<file path="src/rtl/lfsr_arbiter.sv">
// Round-robin arbiter that hands out words from a 32-bit Fibonacci LFSR.
// One LFSR step per delivered word; a warm-up phase follows reset or seed load.
module lfsr_arbiter #(
   parameter int NREQ   = 4,
   parameter int WARMUP = 16
) (
   input  logic            CLK,
   input  logic            RESETH,
   input  logic [NREQ-1:0] REQ,
   input  logic            SEED_WE,
   input  logic [31:0]     SEED,
   output logic [NREQ-1:0] GNT,
   output logic            RVALID,
   output logic [31:0]     RDATA,
   output logic            READY
);

   localparam int         PW        = (NREQ > 1) ? $clog2(NREQ) : 1;
   localparam logic [7:0] WCNT_INIT = 8'(WARMUP);

   typedef enum logic {
      ST_WARMUP = 1'b0,
      ST_RUN    = 1'b1
   } state_t;

   localparam state_t ST_INIT = (WARMUP == 0) ? ST_RUN : ST_WARMUP;

   state_t          r_state;
   state_t          w_nextState;
   logic [31:0]     r_s;
   logic [31:0]     w_nextS;
   logic [31:0]     w_stepS;
   logic [7:0]      r_wcnt;
   logic [7:0]      w_nextWcnt;
   logic [PW-1:0]   r_ptr;
   logic [PW-1:0]   w_nextPtr;
   logic [PW-1:0]   w_winner;
   logic            w_found;
   logic            w_grant;
   logic [NREQ-1:0] w_gntOh;
   logic [NREQ-1:0] r_gnt;
   logic            r_rvalid;
   logic [31:0]     r_rdata;

   assign w_stepS = {r_s[0] ^ r_s[9] ^ r_s[29] ^ r_s[30], r_s[31:1]};

   // Search upward from the pointer, wrapping, so the last winner drops to lowest priority.
   always_comb begin
      int idx;
      idx      = 0;
      w_found  = 1'b0;
      w_winner = '0;
      for (int i = 0; i < NREQ; i++) begin
         idx = int'(r_ptr) + i;
         if (idx >= NREQ) begin
            idx = idx - NREQ;
         end
         if (!w_found && REQ[idx]) begin
            w_found  = 1'b1;
            w_winner = PW'(idx);
         end
      end
   end

   always_comb begin
      w_gntOh           = '0;
      w_gntOh[w_winner] = 1'b1;
   end

   // Seed load outranks everything, including a pending grant.
   always_comb begin
      w_nextState = r_state;
      w_nextS     = r_s;
      w_nextWcnt  = r_wcnt;
      w_nextPtr   = r_ptr;
      w_grant     = 1'b0;
      if (SEED_WE) begin
         w_nextS     = (SEED == 32'd0) ? 32'hFFFF_FFFF : SEED;
         w_nextWcnt  = WCNT_INIT;
         w_nextState = ST_INIT;
      end else begin
         case (r_state)
            ST_WARMUP: begin
               w_nextS    = w_stepS;
               w_nextWcnt = r_wcnt - 8'd1;
               if (r_wcnt <= 8'd1) begin
                  w_nextState = ST_RUN;
               end
            end
            ST_RUN: begin
               if (w_found) begin
                  w_grant   = 1'b1;
                  w_nextS   = w_stepS;
                  w_nextPtr = (w_winner == PW'(NREQ - 1)) ? '0 : w_winner + 1'b1;
               end
            end
            default: w_nextState = ST_INIT;
         endcase
      end
   end

   always_ff @(posedge CLK or posedge RESETH) begin
      if (RESETH) begin
         r_state <= ST_INIT;
      end else begin
         r_state <= w_nextState;
      end
   end

   // RDATA only loads on a grant so it keeps the last delivered word while idle.
   always_ff @(posedge CLK or posedge RESETH) begin
      if (RESETH) begin
         r_s      <= 32'hFFFF_FFFF;
         r_wcnt   <= WCNT_INIT;
         r_ptr    <= '0;
         r_gnt    <= '0;
         r_rvalid <= 1'b0;
         r_rdata  <= 32'd0;
      end else begin
         r_s      <= w_nextS;
         r_wcnt   <= w_nextWcnt;
         r_ptr    <= w_nextPtr;
         r_gnt    <= w_grant ? w_gntOh : '0;
         r_rvalid <= w_grant;
         if (w_grant) begin
            r_rdata <= r_s;
         end
      end
   end

   assign GNT    = r_gnt;
   assign RVALID = r_rvalid;
   assign RDATA  = r_rdata;
   assign READY  = (r_state == ST_RUN);

endmodule

</file>
<file path="config.mk">
export PLATFORM = sky130hd
export DESIGN_NAME = lfsr_arbiter
export DESIGN_NICKNAME = d
export VERILOG_FILES = /design/src/rtl/lfsr_arbiter.sv
export SDC_FILE = /design/constraint.sdc
export NUM_CORES = 1
export LEC_CHECK = 0
export CAP_MARGIN = 40
export CORE_MARGIN = 10
export CORE_UTILIZATION = 60
export CTS_BUF_LIST = sky130_fd_sc_hd__clkbuf_8 sky130_fd_sc_hd__clkbuf_16
export CTS_CLUSTER_DIAMETER = 30
export CTS_CLUSTER_SIZE = 25
export DETAILED_ROUTE_END_ITERATION = 7
export DONT_BUFFER_PORTS = 1
export GPL_TIMING_DRIVEN = 1
export PLACE_DENSITY = 0.76
export SYNTH_ARGS = -nofsm -noshare
export SYNTH_HDL_FRONTEND = slang
export SYNTH_SLANG_ARGS = --single-unit
</file>
<file path="constraint.sdc">
create_clock -name CLK -period 3.27 [get_ports CLK]
set_input_delay 0.654 -clock CLK [delete_from_list [all_inputs] [get_ports CLK]]
set_output_delay 0.654 -clock CLK [all_outputs]
set_load 0.05 [all_outputs]
</file>
==> results.yml, run 1 <==
drt:
  wl_per_cell_um: 19.15
  drt_iter0_markers: 147
  wirelength_um: 8022
  firstDrtPassIters: 4
  vias_per_cell: 5.847
  drc: 0
  vias: 2450
  ant_nets: 0
clocking:
  holdBufCountCts: 0
  cts_buffers: 9
  cts_sinks: 80
  clock_latency_ns: 0.34
  htree_levels: 3
  cts_buffer_depth: 2
  clk_pin_slew_ns: 0.07
  cts_root_buf: "clkbuf_8"
  cts_setup_buffers: 0
  cts_tree: "built"
  cts_resized: 0
setup_path:
  crit_type: "in2reg"
  crit_chain: "nor4_1 > nand4_1 > o21a_2 > buf_16 > a221oi_1"
  slowest_stage: "nor4_1"
  cp_top_family: "compound AO/OA/AOI/OAI gates"
  max_stage_delay_ns: 0.50
  worstSetupEndpointType: "flip-flop"
  cp.arrival_ns: 2.33
  critPathMaxFanout: 18
  start_kind: "input pin"
  worst_ep_required_time_ns: 3.51
  crit_buf_inv: 1
synthesis:
  synth-edff-count: 0
  syn-num-nets: 382
  ys.flop_type: "dfrtp_1"
  synth_compound_area_share_pct: 13.84
  ys_async_sr_fraction_pct: 100.0
  synth-simple-area-share_pct: 12.65
  syn_avg_cell_area_um2: 11.54
  synth.distinct_cells: 33
  synth_top_family_by_area: "compound AO/OA/AOI/OAI gates"
  ys_seq_area_share_pct: 52.56
  synth-seq-cells: 80
  ys_warn_count: 0
  synth_mux_area_share_pct: 10.20
  syn_inst: 337
  syn-cell-area_um2: 3887
  synth-xor-area-share_pct: 1.802
  synth_adder_area_share_pct: 1.931
sta:
  clock_skew_ns: 0.01321
  fin_crit_sh_pct: 64.08
  finalMaxSlewViolations: 0
  hold_viol: 0
  fmax_mhz: 477.3
  period_needed_ns: 2.095
  setup_viol: 0
  worstMarginPinSlew_ns: 0.5740
  grt_setup_unrepaired: "false"
  setup_slack_ns: 1.175
  whs_ns: 0.1117
  setup_tns_ns: 0
  relSlewSlack_pct: 61.38
floorplan:
  core.rowCount: 29
  core_area_um2: 6314
  die_h_um: 100.5
  io_pins: 77
  die_w_um: 100.5
  initial_utilization_pct: 61.57
  die_area_um2: 10100
grt:
  antenna_found_initial: 0
  grt_pass1_vias: 2471
  track_usage_pct: 16.15
  grt_pass1_wl_um: 13040
  grt_max_degree: 44
  grt_remaining_overflow: 0
power:
  p_int_mw: 2.159
  power_frac_clock_pct: 21.3
  p_comb_share_pct: 18.0
  switching_share_pct: 42.71
  leakagePower_nw: 1.830
  peakVddDrop_v: 0.0005003
  power_density_nw_per_um2: 898.7
  power.total_mw: 3.768
  p_seq_share_pct: 60.7
  p_switching_mw: 1.609
layout:
  antenna_cells: 0
  synthToLayoutAreaGrowth_pct: 7.853
  final_cell_area_um2: 4193
  multiInputGateArea_um2: 1577
  instances_no_fill: 419
  final_util_pct: 66.41
  ff_latch_area_um2: 2043
  drive_above_1_share_pct: 36.26
  fillers: 481
  fin_nets: 382
run_status:
  status: "completed"
placement:
  pre_cts_slack_ns: 0.7411
  place_congestion: 0.7872
  portBuffers: 0
  dp.cells: 403
  placed_area_um2: 3969
  dp_hpwl_um: 5863
min_path:
  hold_class: "in2async"
job:
  maxCapViolations: 0
==> routing by layer <==
layer	GRT usage (%)	share of wire, %	vias up
met4	7.174	1.9	0
li1	-	-	1153
met3	6.241	9.1	12
met5	0	0	-
met1	19.43	40	1218
met2	25.12	49	67
==> cell type report <==
cell class	count	area share, %
Sequential cell	80	48.73
Multi-Input combinational cell	199	37.60
Clock buffer	11	3.611
Inverter	39	3.521
Timing Repair Buffer	8	2.507
Tap cell	77	2.298
Clock inverter	5	1.731
==> state kept, by name, summed over array words and instances (netlist names) <==
register,cells
r_s,32
GNT,4
RVALID,1
r_ptr,2
r_wcnt,8
READY,1
RDATA,32
==> cell usage in the layout (no fill, tap or decap), types with 5 or more instances in the layout <==
cell type   n
nor2_1     77
dfrtp_1    47
inv_1      40
dfstp_2    33
a221oi_2   30
mux2_2     29
nor4_1     11
clkbuf_8   11
a21oi_1     7
ha_1        6
buf_4       5
==> worst paths after layout <==
| check | startpoint | endpoint | slack, ns | cells past startpoint |
|---|---|---|---|---|
| setup / recovery | SEED[30] | r_s[31] | 1.17 | 5 |
| hold / removal | RESETH | RDATA[14] | 0.11 | 1 |
| setup reg to reg | READY | RDATA[5] | 1.48 | 4 |
| hold reg to reg | r_s[31] | r_s[31] | 0.53 | 2 |
| max in group asynchronous | RESETH | r_s[27] | 2.58 | 2 |
| min in group CLK | SEED_WE | r_wcnt[2] | 0.38 | 1 |
==> cells by family (layout without fill, tap and decap cells) <==
logic type | count (synthesis) | after routing
multiplexers | 34 | 34
flip-flops | 80 | 80
adder cells (fa/ha/maj) | 6 | 6
AND/OR/NAND/NOR | 107 | 107
XOR/XNOR | 8 | 8
buffers and inverters | 58 | 63
AO/OA/AOI/OAI | 44 | 44
==> cell usage after synthesis, drive strengths merged, types with 3 or more instances <==
library cell	instances	share of area, %
a21oi	7	0.90
a221oi	32	12
and2	4	0.64
buf	13	2.7
clkbuf	6	0.58
dfrtp	47	30
dfstp	33	22
ha	6	1.9
inv	39	3.8
mux2	33	9.9
nand2	4	0.45
nor2	77	7.4
nor3	3	0.39
nor4	12	2.3
xnor2	4	0.90
xor2	4	0.90
==> power by group through the flow <==
stage,logic (mW),clock network (mW),registers (mW)
after global placement,0.644,0,2.31
after global routing,0.753,0.858,2.34
after CTS,0.687,0.818,2.30
after floorplan,0.588,0,2.23
after detailed placement,0.689,0,2.32
final,0.679,0.804,2.29
Note: power is estimated with default switching activity, not from simulation.
==> run 2: changes to the inputs <==
ABC_AREA = 1   (was not set)
CORE_UTILIZATION = 57   (was 60)
PLACE_DENSITY = 0.75   (was 0.76)
clock period = 1.7 ns   (was 3.27 ns; I/O delays follow)
==> results.yml, run 2 <==
run_status:
  status: "finished with violations"
  violations: "negative setup slack"
clocking:
  clk_pin_slew_ns: 0.08
  cts_buffer_depth: 2
  cts_root_buf: "clkbuf_8"
  clock_latency_ns: 0.36
  cts_sinks: 80
  cts_tree: "built"
  htree_levels: 3
  cts_buffers: 9
drt:
  ant_nets: 0
  vias_per_cell: 5.434
  drt_iter0_markers: 245
  wl_per_cell_um: 16.44
  vias: 3880
  wirelength_um: 11740
  firstDrtPassIters: 5
  drc: 0
sta:
  setup_viol: 69
  finalMaxSlewViolations: 0
  hold_viol: 0
  fmax_mhz: 529.2
  worstMarginPinSlew_ns: 0.6463
  fin_crit_sh_pct: 111.2
  period_needed_ns: 1.890
  setup_slack_ns: -0.1898
  clock_skew_ns: 0.006935
  relSlewSlack_pct: 56.87
  grt_setup_unrepaired: "true"
grt:
  grt_pass1_vias: 3692
  antenna_found_initial: 0
  grt_max_degree: 81
  grt_remaining_overflow: 0
  track_usage_pct: 19.41
  grt_pass1_wl_um: 18120
floorplan:
  core.rowCount: 31
  die_w_um: 107.1
  die_area_um2: 11460
  io_pins: 77
  core_area_um2: 7292
  initial_utilization_pct: 59.23
  die_h_um: 107.1
synthesis:
  ys_async_sr_fraction_pct: 100.0
  synth.distinct_cells: 29
  synth.largest_area_cell: "dfrtp_1"
  synthTopCellsByCount: "nand2_1, nor2_1, nand3_1"
  synthMostInstantiatedCell: "nand2_1"
  ys_warn_count: 0
  synth-edff-count: 0
  syn_avg_cell_area_um2: 7.247
  ys.flop_type: "dfrtp_1"
  syn_inst: 596
  yosys.area.top_type_share_pct: 27.23
  syn-num-nets: 641
  synth.area.top_cells: "dfrtp_1, dfstp_2, nand2_1"
  ys_seq_area_share_pct: 47.31
  syn-cell-area_um2: 4319
  synth-seq-cells: 80
layout:
  synthToLayoutAreaGrowth_pct: 18.95
  drive_above_1_share_pct: 26.34
  final_util_pct: 70.45
  layout_commonest_cell: "nand2_1"
  layout_common_cells: "nand2_1, nor2_1, nand3_1"
  fin_nets: 655
  antenna_cells: 0
placement:
  portBuffers: 0
  pre_cts_slack_ns: -0.1596
  place_congestion: 0.8768
  dp_hpwl_um: 7276
setup_path:
  cp.arrival_ns: 2.14
  start_kind: "flip-flop"
  crit_type: "reg2reg"
  worst_ep_required_time_ns: 1.95
  worstSetupEndpointType: "flip-flop"
  critPathMaxFanout: 6
power:
  power_density_nw_per_um2: 1800
  peakVddDrop_v: 0.0009933
  leakagePower_nw: 2.569
job:
  maxCapViolations: 0
min_path:
  hold_class: "in2reg"
run 2: where the power goes:
part / switching (mW) / internal (mW)
Clock: 0.740 / 1.02
Combinational: 1.99 / 1.30
Sequential: 1.68 / 2.51
Total: 4.41 / 4.84
run 2: per-layer routing:
| metal | track usage (%) | up-vias | routed length (um) |
|---|---|---|---|
| li1 | - | 1882 | - |
| met1 | 23.78 | 1818 | 4682 |
| met2 | 31.94 | 150 | 5824 |
| met3 | 4.671 | 30 | 906 |
| met4 | 8.124 | 0 | 323 |
| met5 | 0 | - | 0 |
run 2: logic make-up (layout without fill, tap and decap cells):
| group | after synthesis | after routing | share of synthesized area, % |
|---|---|---|---|
| and+or+nand+nor | 419 | 419 | 40.76 |
| DFF | 80 | 80 | 47.31 |
| buffers and inverters | 70 | 89 | 7.126 |
| AOI/OAI and AO/OA | 18 | 18 | 2.463 |
| adders and majority gates | 6 | 6 | 1.738 |
| xor gates and xnor gates | 3 | 3 | 0.6085 |
run 2: layout make-up:
cell class | instances | area [um^2]
clock buffers | 10 | 137.6
clock inverters | 6 | 115.1
fillers | 603 | 2155
inverters | 38 | 151.4
multi-input cells | 446 | 2186
flip-flops and latches | 80 | 2046
well taps | 99 | 123.9
repair buffers | 35 | 377.9
run 2: metrics by stage:
stage / power, mW / instance area, um^2 / instances / TNS (ns) / hold slack (ns)
after global placement: 6.519 / 4514 / 685 / -0.05573 / 0.3640
after global routing: 9.788 / 5137 / 714 / -11.05 / 0.08379
after floorplan: 5.943 / 4343 / 596 / -0.01585 / 0.4483
after detailed placement: 6.659 / 4514 / 685 / -1.243 / 0.3647
final: 9.248 / 5137 / 714 / -4.241 / 0.09072
after CTS: 8.862 / 4954 / 707 / -1.229 / 0.07399
run 2: what timing repair did:
action,CTS,global route
cloned,1,2
resized for setup,32,33
hold buffers,1,0
setup endpoints to repair,30,71
buffers inserted,4,5
hold endpoints to repair,47,0
pin swaps,21,15
run 2: path summary, 6_finish.rpt:
check / slack, ns / end / depth (start not counted) / startpoint
setup reg to reg: -0.19 / r_ptr[1] / 13 / r_ptr[0]
max in group asynchronous: 0.75 / r_s[11] / 3 / RESETH
min in group asynchronous: 0.55 / GNT[2] / 3 / RESETH
hold reg to reg: 0.49 / r_s[18] / 2 / r_s[18]
setup / recovery: -0.19 / r_ptr[1] / 13 / r_ptr[0]
hold / removal: 0.09 / READY / 1 / SEED_WE
run 2: critical path, stage by stage, from the launching register on:
cell and delay, ns:
dfrtp_2 0.47, inv_4 0.11, buf_6 0.10, nand2_2 0.04, nand2_1 0.09, nand2_1 0.09, nand2_2 0.10, nand2_2 0.08
nand3_1 0.11, nand2_2 0.09, nor2_4 0.16, ha_4 0.23, nand3_2 0.06, nand2_1 0.06
